<file path="src/rtl/cicero_cmd_driver_pkg.sv">
`default_nettype none
// ============================================================================
// Module   : AXI_package
// Purpose  : Shared register width, coprocessor command/status encodings and
//            the result code type returned by the command driver.
// Revision : 1.0 - initial release
// ============================================================================
package AXI_package;

  localparam int REG_WIDTH = 32;

  // Commands written to the coprocessor command register
  localparam logic [REG_WIDTH-1:0] CMD_NOP                = 32'd0;
  localparam logic [REG_WIDTH-1:0] CMD_WRITE              = 32'd1;
  localparam logic [REG_WIDTH-1:0] CMD_START              = 32'd2;
  localparam logic [REG_WIDTH-1:0] CMD_RESET              = 32'd3;
  localparam logic [REG_WIDTH-1:0] CMD_READ_ELAPSED_CLOCK = 32'd4;
  localparam logic [REG_WIDTH-1:0] CMD_RESTART            = 32'd5;

  // Values reported by the coprocessor status register
  localparam logic [REG_WIDTH-1:0] STATUS_IDLE            = 32'd0;
  localparam logic [REG_WIDTH-1:0] STATUS_RUNNING         = 32'd1;
  localparam logic [REG_WIDTH-1:0] STATUS_ACCEPTED        = 32'd2;
  localparam logic [REG_WIDTH-1:0] STATUS_REJECTED        = 32'd3;
  localparam logic [REG_WIDTH-1:0] STATUS_ERROR           = 32'd4;

  typedef enum logic [1:0] {
    RES_ACCEPT  = 2'd0,
    RES_REJECT  = 2'd1,
    RES_ERROR   = 2'd2,
    RES_TIMEOUT = 2'd3
  } driver_result_t;

endpackage
`default_nettype wire

</file>
<file path="src/rtl/cicero_cmd_driver_if.sv">
`default_nettype none
// ============================================================================
// Module   : cicero_cmd_driver_if
// Purpose  : Job, program-word and result handshakes between a job source
//            (master) and the command driver (slave).
// Revision : 1.0 - initial release
// ============================================================================
interface cicero_cmd_driver_if #(
  parameter int WRITE_ADDR_WIDTH = 10
);
  import AXI_package::*;

  logic                        job_valid;
  logic                        job_ready;
  logic [WRITE_ADDR_WIDTH:0]   job_len;
  logic [REG_WIDTH-1:0]        job_start_cc;
  logic [REG_WIDTH-1:0]        job_end_cc;

  logic                        word_valid;
  logic                        word_ready;
  logic [31:0]                 word_data;

  logic                        res_valid;
  logic                        res_ready;
  driver_result_t              res_code;
  logic [REG_WIDTH-1:0]        res_elapsed;

  modport master (
    output job_valid, job_len, job_start_cc, job_end_cc,
    output word_valid, word_data,
    output res_ready,
    input  job_ready, word_ready, res_valid, res_code, res_elapsed
  );

  modport slave (
    input  job_valid, job_len, job_start_cc, job_end_cc,
    input  word_valid, word_data,
    input  res_ready,
    output job_ready, word_ready, res_valid, res_code, res_elapsed
  );

endinterface
`default_nettype wire

</file>
<file path="src/rtl/cicero_cmd_driver_watchdog.sv">
`default_nettype none
// ============================================================================
// Module   : cicero_watchdog
// Purpose  : Saturating run-time counter. 'expire' is raised on the cycle the
//            count reaches all-ones and stays raised while saturated.
// Revision : 1.0 - initial release
// ============================================================================
module cicero_watchdog #(
  parameter int WIDTH = 24
) (
  input  logic clk,
  input  logic rst,
  input  logic clear,
  input  logic enable,
  output logic expire
);

  localparam logic [WIDTH-1:0] C_MAX = '1;

  logic [WIDTH-1:0] r_count;

  // Count enabled cycles, holding at the terminal value instead of wrapping
  always_ff @(posedge clk) begin
    if (!rst) begin
      r_count <= '0;
    end else if (clear) begin
      r_count <= '0;
    end else if (enable && (r_count != C_MAX)) begin
      r_count <= r_count + 1'b1;
    end
  end

  assign expire = (r_count == C_MAX) || (enable && (r_count == (C_MAX - 1'b1)));

endmodule
`default_nettype wire

</file>
<file path="src/rtl/cicero_cmd_driver.sv">
`default_nettype none
// ============================================================================
// Module   : cicero_cmd_driver
// Purpose  : Hardware initiator for the coprocessor register interface: loads
//            a program image, starts it, polls completion, reads the elapsed
//            cycle counter, restarts the engine and returns a result record.
// Revision : 1.0 - initial release
// ============================================================================
module cicero_cmd_driver
  import AXI_package::*;
#(
  parameter int WRITE_ADDR_WIDTH = 10,
  parameter int TIMEOUT_WIDTH    = 24
) (
  input  logic                  clk,
  input  logic                  rst,
  cicero_cmd_driver_if.slave    bus,
  output logic [REG_WIDTH-1:0]  cmd_register,
  output logic [REG_WIDTH-1:0]  address_register,
  output logic [REG_WIDTH-1:0]  data_in_register,
  output logic [REG_WIDTH-1:0]  start_cc_pointer_register,
  output logic [REG_WIDTH-1:0]  end_cc_pointer_register,
  input  logic [REG_WIDTH-1:0]  status_register,
  input  logic [REG_WIDTH-1:0]  data_o_register,
  output logic                  busy
);

  typedef enum logic [2:0] {
    S_IDLE    = 3'd0,
    S_LOAD    = 3'd1,
    S_START   = 3'd2,
    S_WAIT    = 3'd3,
    S_READ_CC = 3'd4,
    S_RESTART = 3'd5,
    S_RESULT  = 3'd6
  } state_t;

  localparam int CNT_WIDTH = WRITE_ADDR_WIDTH + 1;

  state_t               r_state, w_state;
  logic [REG_WIDTH-1:0] r_cmd, w_cmd;
  logic [REG_WIDTH-1:0] r_addr, w_addr;
  logic [REG_WIDTH-1:0] r_data, w_data;
  logic [REG_WIDTH-1:0] r_start_cc, w_start_cc;
  logic [REG_WIDTH-1:0] r_end_cc, w_end_cc;
  logic [REG_WIDTH-1:0] r_elapsed, w_elapsed;
  logic [CNT_WIDTH-1:0] r_len, w_len;
  logic [CNT_WIDTH-1:0] r_cnt, w_cnt, w_cnt_inc;
  driver_result_t       r_code, w_code;
  logic                 w_wd_clear, w_wd_enable, w_wd_expire;
  logic                 w_job_hs, w_word_hs;

  assign bus.job_ready  = rst && (r_state == S_IDLE) && (status_register == STATUS_IDLE);
  assign bus.word_ready = (r_state == S_LOAD);
  assign bus.res_valid  = (r_state == S_RESULT);
  assign bus.res_code   = r_code;
  assign bus.res_elapsed = r_elapsed;
  assign busy           = (r_state != S_IDLE);

  assign w_job_hs  = bus.job_valid && bus.job_ready;
  assign w_word_hs = bus.word_valid && bus.word_ready;
  assign w_cnt_inc = r_cnt + 1'b1;

  cicero_watchdog #(
    .WIDTH (TIMEOUT_WIDTH)
  ) u_watchdog (
    .clk    (clk),
    .rst    (rst),
    .clear  (w_wd_clear),
    .enable (w_wd_enable),
    .expire (w_wd_expire)
  );

  // Next-state and next register values; every command is registered
  always_comb begin
    w_state     = r_state;
    w_cmd       = CMD_NOP;
    w_addr      = r_addr;
    w_data      = r_data;
    w_start_cc  = r_start_cc;
    w_end_cc    = r_end_cc;
    w_elapsed   = r_elapsed;
    w_len       = r_len;
    w_cnt       = r_cnt;
    w_code      = r_code;
    w_wd_clear  = 1'b0;
    w_wd_enable = 1'b0;
    case (r_state)
      S_IDLE: begin
        if (w_job_hs) begin
          w_start_cc = bus.job_start_cc;
          w_end_cc   = bus.job_end_cc;
          w_len      = bus.job_len;
          w_cnt      = '0;
          w_state    = (bus.job_len != '0) ? S_LOAD : S_START;
        end
      end
      S_LOAD: begin
        if (w_word_hs) begin
          w_cmd  = CMD_WRITE;
          w_addr = REG_WIDTH'(r_cnt[WRITE_ADDR_WIDTH-1:0]);
          w_data = bus.word_data;
          w_cnt  = w_cnt_inc;
          if (w_cnt_inc == r_len) w_state = S_START;
        end
      end
      S_START: begin
        // Status is a downstream flop, so START is held until RUNNING is seen
        if (status_register == STATUS_RUNNING) begin
          w_wd_clear = 1'b1;
          w_state    = S_WAIT;
        end else begin
          w_cmd = CMD_START;
        end
      end
      S_WAIT: begin
        w_wd_enable = 1'b1;
        case (status_register)
          STATUS_ACCEPTED: begin
            w_code = RES_ACCEPT; w_cmd = CMD_READ_ELAPSED_CLOCK; w_state = S_READ_CC;
          end
          STATUS_REJECTED: begin
            w_code = RES_REJECT; w_cmd = CMD_READ_ELAPSED_CLOCK; w_state = S_READ_CC;
          end
          STATUS_ERROR: begin
            w_code = RES_ERROR; w_cmd = CMD_READ_ELAPSED_CLOCK; w_state = S_READ_CC;
          end
          default: begin
            // Any other status counts as still running
            if (w_wd_expire) begin
              w_code    = RES_TIMEOUT;
              w_cmd     = CMD_RESET;
              w_elapsed = '0;
              w_state   = S_RESTART;
            end
          end
        endcase
      end
      S_READ_CC: begin
        w_elapsed = data_o_register;
        w_cmd     = CMD_RESTART;
        w_state   = S_RESTART;
      end
      S_RESTART: begin
        // Timeout path already issued a one-cycle RESET; just wait for IDLE
        if (status_register == STATUS_IDLE) begin
          w_state = S_RESULT;
        end else if (r_code != RES_TIMEOUT) begin
          w_cmd = CMD_RESTART;
        end
      end
      S_RESULT: begin
        if (bus.res_ready) w_state = S_IDLE;
      end
      default: w_state = S_IDLE;
    endcase
  end

  // State and output register bank
  always_ff @(posedge clk) begin
    if (!rst) begin
      r_state    <= S_IDLE;
      r_cmd      <= CMD_NOP;
      r_addr     <= '0;
      r_data     <= '0;
      r_start_cc <= '0;
      r_end_cc   <= '0;
      r_elapsed  <= '0;
      r_len      <= '0;
      r_cnt      <= '0;
      r_code     <= RES_ACCEPT;
    end else begin
      r_state    <= w_state;
      r_cmd      <= w_cmd;
      r_addr     <= w_addr;
      r_data     <= w_data;
      r_start_cc <= w_start_cc;
      r_end_cc   <= w_end_cc;
      r_elapsed  <= w_elapsed;
      r_len      <= w_len;
      r_cnt      <= w_cnt;
      r_code     <= w_code;
    end
  end

  assign cmd_register              = r_cmd;
  assign address_register          = r_addr;
  assign data_in_register          = r_data;
  assign start_cc_pointer_register = r_start_cc;
  assign end_cc_pointer_register   = r_end_cc;

endmodule
`default_nettype wire

</file>
<file path="src/flat_wrapper.sv">
// flat-port wrapper written by rule: the top's interface ports become plain ports
module cicero_cmd_driver_flat import AXI_package::*;
#(
  parameter int WRITE_ADDR_WIDTH = 10,
  parameter int TIMEOUT_WIDTH    = 24
)
  (clk, rst, cmd_register, address_register, data_in_register, start_cc_pointer_register, end_cc_pointer_register, status_register, data_o_register, busy, bus_job_valid, bus_job_len, bus_job_start_cc, bus_job_end_cc, bus_word_valid, bus_word_data, bus_res_ready, bus_job_ready, bus_word_ready, bus_res_valid, bus_res_code, bus_res_elapsed);
  cicero_cmd_driver_if #(.WRITE_ADDR_WIDTH(WRITE_ADDR_WIDTH)) bus_i ();
  input  logic clk;
  input  logic rst;
  output logic [REG_WIDTH-1:0] cmd_register;
  output logic [REG_WIDTH-1:0] address_register;
  output logic [REG_WIDTH-1:0] data_in_register;
  output logic [REG_WIDTH-1:0] start_cc_pointer_register;
  output logic [REG_WIDTH-1:0] end_cc_pointer_register;
  input  logic [REG_WIDTH-1:0] status_register;
  input  logic [REG_WIDTH-1:0] data_o_register;
  output logic busy;
  input wire logic [$bits(bus_i.job_valid)-1:0] bus_job_valid;
  input wire logic [$bits(bus_i.job_len)-1:0] bus_job_len;
  input wire logic [$bits(bus_i.job_start_cc)-1:0] bus_job_start_cc;
  input wire logic [$bits(bus_i.job_end_cc)-1:0] bus_job_end_cc;
  input wire logic [$bits(bus_i.word_valid)-1:0] bus_word_valid;
  input wire logic [$bits(bus_i.word_data)-1:0] bus_word_data;
  input wire logic [$bits(bus_i.res_ready)-1:0] bus_res_ready;
  output wire logic [$bits(bus_i.job_ready)-1:0] bus_job_ready;
  output wire logic [$bits(bus_i.word_ready)-1:0] bus_word_ready;
  output wire logic [$bits(bus_i.res_valid)-1:0] bus_res_valid;
  output wire logic [$bits(bus_i.res_code)-1:0] bus_res_code;
  output wire logic [$bits(bus_i.res_elapsed)-1:0] bus_res_elapsed;
  assign bus_i.job_valid = bus_job_valid;
  assign bus_i.job_len = bus_job_len;
  assign bus_i.job_start_cc = bus_job_start_cc;
  assign bus_i.job_end_cc = bus_job_end_cc;
  assign bus_i.word_valid = bus_word_valid;
  assign bus_i.word_data = bus_word_data;
  assign bus_i.res_ready = bus_res_ready;
  assign bus_job_ready = bus_i.job_ready;
  assign bus_word_ready = bus_i.word_ready;
  assign bus_res_valid = bus_i.res_valid;
  assign bus_res_code = bus_i.res_code;
  assign bus_res_elapsed = bus_i.res_elapsed;
  cicero_cmd_driver #(.WRITE_ADDR_WIDTH(WRITE_ADDR_WIDTH), .TIMEOUT_WIDTH(TIMEOUT_WIDTH)) u_core (.clk(clk), .rst(rst), .bus(bus_i), .cmd_register(cmd_register), .address_register(address_register), .data_in_register(data_in_register), .start_cc_pointer_register(start_cc_pointer_register), .end_cc_pointer_register(end_cc_pointer_register), .status_register(status_register), .data_o_register(data_o_register), .busy(busy));
endmodule
</file>
<file path="config.mk">
export PLATFORM = sky130hd
export DESIGN_NAME = cicero_cmd_driver_flat
export DESIGN_NICKNAME = d
export VERILOG_FILES = /design/src/rtl/cicero_cmd_driver_pkg.sv /design/src/rtl/cicero_cmd_driver_if.sv /design/src/rtl/cicero_cmd_driver_watchdog.sv /design/src/rtl/cicero_cmd_driver.sv /design/src/flat_wrapper.sv
export SDC_FILE = /design/constraint.sdc
export NUM_CORES = 1
export LEC_CHECK = 0
export ABC_CLOCK_PERIOD_IN_PS = 5700
export CELL_PAD_IN_SITES_DETAIL_PLACEMENT = 0
export CELL_PAD_IN_SITES_GLOBAL_PLACEMENT = 2
export CORE_MARGIN = 2
export CORE_UTILIZATION = 24
export DETAILED_ROUTE_END_ITERATION = 16
export PLACE_DENSITY = 0.94
export REMOVE_ABC_BUFFERS = 1
export SLEW_MARGIN = 20
export SYNTH_ARGS = -nofsm -noshare
export SYNTH_HDL_FRONTEND = slang
export SYNTH_HIERARCHICAL = 1
export SYNTH_SLANG_ARGS = --single-unit
</file>
<file path="constraint.sdc">
create_clock -name clk -period 5.7 [get_ports clk]
set_clock_uncertainty 0.15 [all_clocks]
set_input_delay 0.57 -clock clk [delete_from_list [all_inputs] [get_ports clk]]
set_output_delay 0.57 -clock clk [all_outputs]
set_load 0.05 [all_outputs]
</file>
==> results_dict.tcl <==
set metrics [dict create \
    hold_path.class "register to register" \
    dieArea_sq_mm 0.03664 \
    post-route-min-period_ns 3.781 \
    die_h_um 191.4 \
    synth_enable_flop_cells 0 \
    synth-compound-area-share_pct 15.29 \
    htreeDepth 4 \
    wl_met1_mm 11.02 \
    met2WireLength_mm 12.81 \
    clock-sinks 192 \
    run_status "complete, no violations" \
    grt_first_pass_wirelength_mm 41.06 \
    synth_fa_ha_area_share_pct 0.4453 \
    yosysWarnings 6 \
    cts.repair.resized 0 \
    slew_viol_final 0 \
    criticalPathCategory "primary input to primary output" \
    seq_area_frac_synth_pct 45.60 \
    drt_first_pass_iters 4 \
    dp_slack_ns 1.913 \
    ff_latch_area_sq_mm 0.003844 \
    die_x_um 191.4 \
    grt_max_degree 94 \
    ys.flop_type "dfxtp_1" \
    hpwl_mm 18.34 \
    cp_max_fo 8 \
    ant_nets 0 \
    cts_hold_buf 0 \
    wl_per_cell_um 14.61 \
    start_kind "primary input" \
    topRoutingLayerUsed "met4" \
    place_congestion 0.7678 \
    synth_xor_area_share_pct 3.533 \
    remaining_drc_errors 0 \
    p_per_area_mw_per_mm2 239.1 \
    wl_mm 26.39 \
    finalSetupViolCount 0 \
    crit_path_cell_trace "clkdlybuf4s50_1, nor4_1, nand4_2, nor3_2, nand3_1, nor3_1, clkdlybuf4s50_1" \
    cp_common_cell "clkdlybuf4s50_1" \
    drt_iter0_markers 336 \
    dr_total_vias 8009 \
    hold_violations 0 \
    wl_met3_mm 2.018 \
    synthMuxAreaShare_pct 0.1187 \
    clkTransAtPathRegs_ns 0.07 \
    p_leak_nw 4.093 \
    cts_buffers 17 \
    area_growth_pct 46.49 \
    gr-usage-all-layers_pct 14.05 \
    timing.critical_path.buf_inv 2 \
    num_rows 68 \
    synthSimpleGateAreaFrac_pct 26.02 \
    ir_drop_mv 0.2058 \
    cp_data_arrival_time_ns 3.06 \
    ios 374 \
    grt_pass1_vias 7778 \
    post_route_cells_drive_above_1_share_pct 4.885 \
    clk_path_buf_depth 2 \
    cpMaxStageDelayCell "clkdlybuf4s50_1" \
    maxCapViolations 0 \
    crit_path_max_incr_delay_ns 0.85 \
    endpoint_kind "primary output" \
    diodes 0 \
    syn_area_sq_mm 0.008429 \
    post_cts.repair.setup_buffers 0 \
    routed_via_density 4.435 \
    slew_headroom_pct 29.80 \
    ys_types 67 \
    fin_ws_ns 1.919 \
    synthCells 1063 \
    synth_top_family_by_area "simple AND/OR/NAND/NOR gates" \
    cts_root_buf "clkbuf_16" \
    required_ns 4.98 \
    ys_seq_elements 192 \
    antenna_found_initial 0 \
    clock_latency_ns 0.44 \
    finalSetupTns_ns 0 \
    initial_core_util_pct 24.40 \
    max_freq_ghz 0.2645 \
    cts_tree "done" \
    grt-ovfl-total 0 \
    avgSynthCellArea_sq_um 7.930 \
    multiInputGateArea_sq_mm 0.004031 \
    worst_slew_pin_slew_ns 1.049 \
    final_core_util_pct 35.75 \
    min_period_over_period_pct 66.34 \
    n_fill_cell 3615 \
    async_reset_ff_share_pct 0 \
    fin_nets 1518 \
    core_area_sq_mm 0.03454 \
    rsz0062_at_grt "no" \
    io_buffer_count 322 \
    cp_top_family "buffers and inverters" \
]
final timing paths:
check	from	endpoint	slack, ns	cells after the start
worst max-delay path	status_register[16]	bus_job_ready	1.92	7
worst min-delay path	u_core/data_in_register[24]	u_core/data_in_register[24]	0.30	2
worst max register to register	u_core/r_state[1]	u_core/r_cnt[6]	2.64	6
worst min register to register	u_core/data_in_register[24]	u_core/data_in_register[24]	0.30	2
cells in the mapped netlist, types with 2 or more instances:
master | instances | area share [%]
a2111oi_0 | 2 | 0.21
a211oi_1 | 6 | 0.53
a21oi_1 | 175 | 10
a31oi_1 | 6 | 0.45
and2_1 | 5 | 0.37
and3_1 | 11 | 0.82
and4_1 | 11 | 1.1
buf_1 | 8 | 0.36
buf_2 | 9 | 0.53
buf_4 | 60 | 5.3
buf_6 | 3 | 0.40
clkbuf_1 | 42 | 1.9
dfxtp_1 | 192 | 46
ha_1 | 3 | 0.45
inv_1 | 7 | 0.31
inv_2 | 3 | 0.13
nand2_1 | 289 | 13
nand2b_1 | 3 | 0.22
nand3_1 | 44 | 2.6
nand4_1 | 20 | 1.5
nor2_1 | 41 | 1.8
nor3_1 | 12 | 0.71
nor4_1 | 6 | 0.45
nor4_2 | 2 | 0.30
nor4_4 | 4 | 1.0
o21a_1 | 2 | 0.18
o21ai_0 | 19 | 1.1
o21ai_1 | 2 | 0.12
or3_1 | 5 | 0.37
or4_1 | 2 | 0.18
xnor2_1 | 24 | 2.5
xor2_1 | 10 | 1.0
metrics by stage:
stage	instance area, sq um	total power [mW]	hold WS (ns)	std cells
finish	12350	2.953	0.3024	1806
global route	12350	3.076	0.3233	1806
CTS	12350	3.008	0.3069	1806
global placement	11760	1.755	0.2904	1775
floorplan	7900	1.571	0.2978	991
detailed placement	11760	1.756	0.2963	1775
power breakdown:
part           internal (mW)  switching [mW]
clock network          0.676           0.553
registers               1.35          0.0111
logic                  0.146           0.214
cell families (layout without fill, tap and decap cells):
logic type	after synthesis	count (layout)
compound gates	231	231
fa+ha+maj	3	3
mux	1	1
simple gates	469	469
other cells	1	51
flops	192	192
xor+xnor	34	34
buf+inv	132	370
flip-flops by register name, indices dropped and copies added (netlist names):
name	flops
u_core/r_state	3
u_core/start_cc_pointer_register	32
u_core/bus.res_code	2
u_core/end_cc_pointer_register	32
u_core/u_watchdog/r_count	24
u_core/cmd_register	3
u_core/bus.res_elapsed	32
u_core/r_len	11
u_core/address_register	10
u_core/r_cnt	11
u_core/data_in_register	32
cell type report:
type	instances	share of cell area, %
clock buffer	21	3.729
sequential	192	31.13
clock inverter	10	1.034
timing repair buffer	329	26.53
multi-input combinational	789	32.65
tap	455	4.610
inverter	10	0.3242
metal layers:
layer  vias to the layer above  global-route usage, %
met2                       238                  23.91
met5                         -                      0
met1                      3688                  16.11
li1                       4055                      -
met4                         0                  5.414
met3                        28                  4.883
cell usage in the layout, fill, tap and decap left out, types with 7 or more instances in the layout:
master | synthesis | layout
clkdlybuf4s50_1 | 0 | 322
nand2_1 | 289 | 287
dfxtp_1 | 192 | 192
a21oi_1 | 175 | 175
conb_1 | 1 | 51
nand3_1 | 44 | 44
nor2_1 | 41 | 41
xnor2_1 | 24 | 24
nand4_1 | 20 | 20
o21ai_0 | 19 | 19
clkbuf_16 | 0 | 17
nor3_1 | 12 | 11
and3_1 | 11 | 10
xor2_1 | 10 | 10
and4_1 | 11 | 10
inv_1 | 7 | 7
buf_4 | 60 | 7
worst register-to-register path, delay by kind of cell, from the launching register on:
kind                   cells  cell delay [ns]
buffers and inverters      1             0.19
AND/OR/NAND/NOR            4             2.08
AO/OA/AOI/OAI              1             0.12
flip-flops                 1             0.44
No activity file was read; power rests on OpenSTA's default activity.
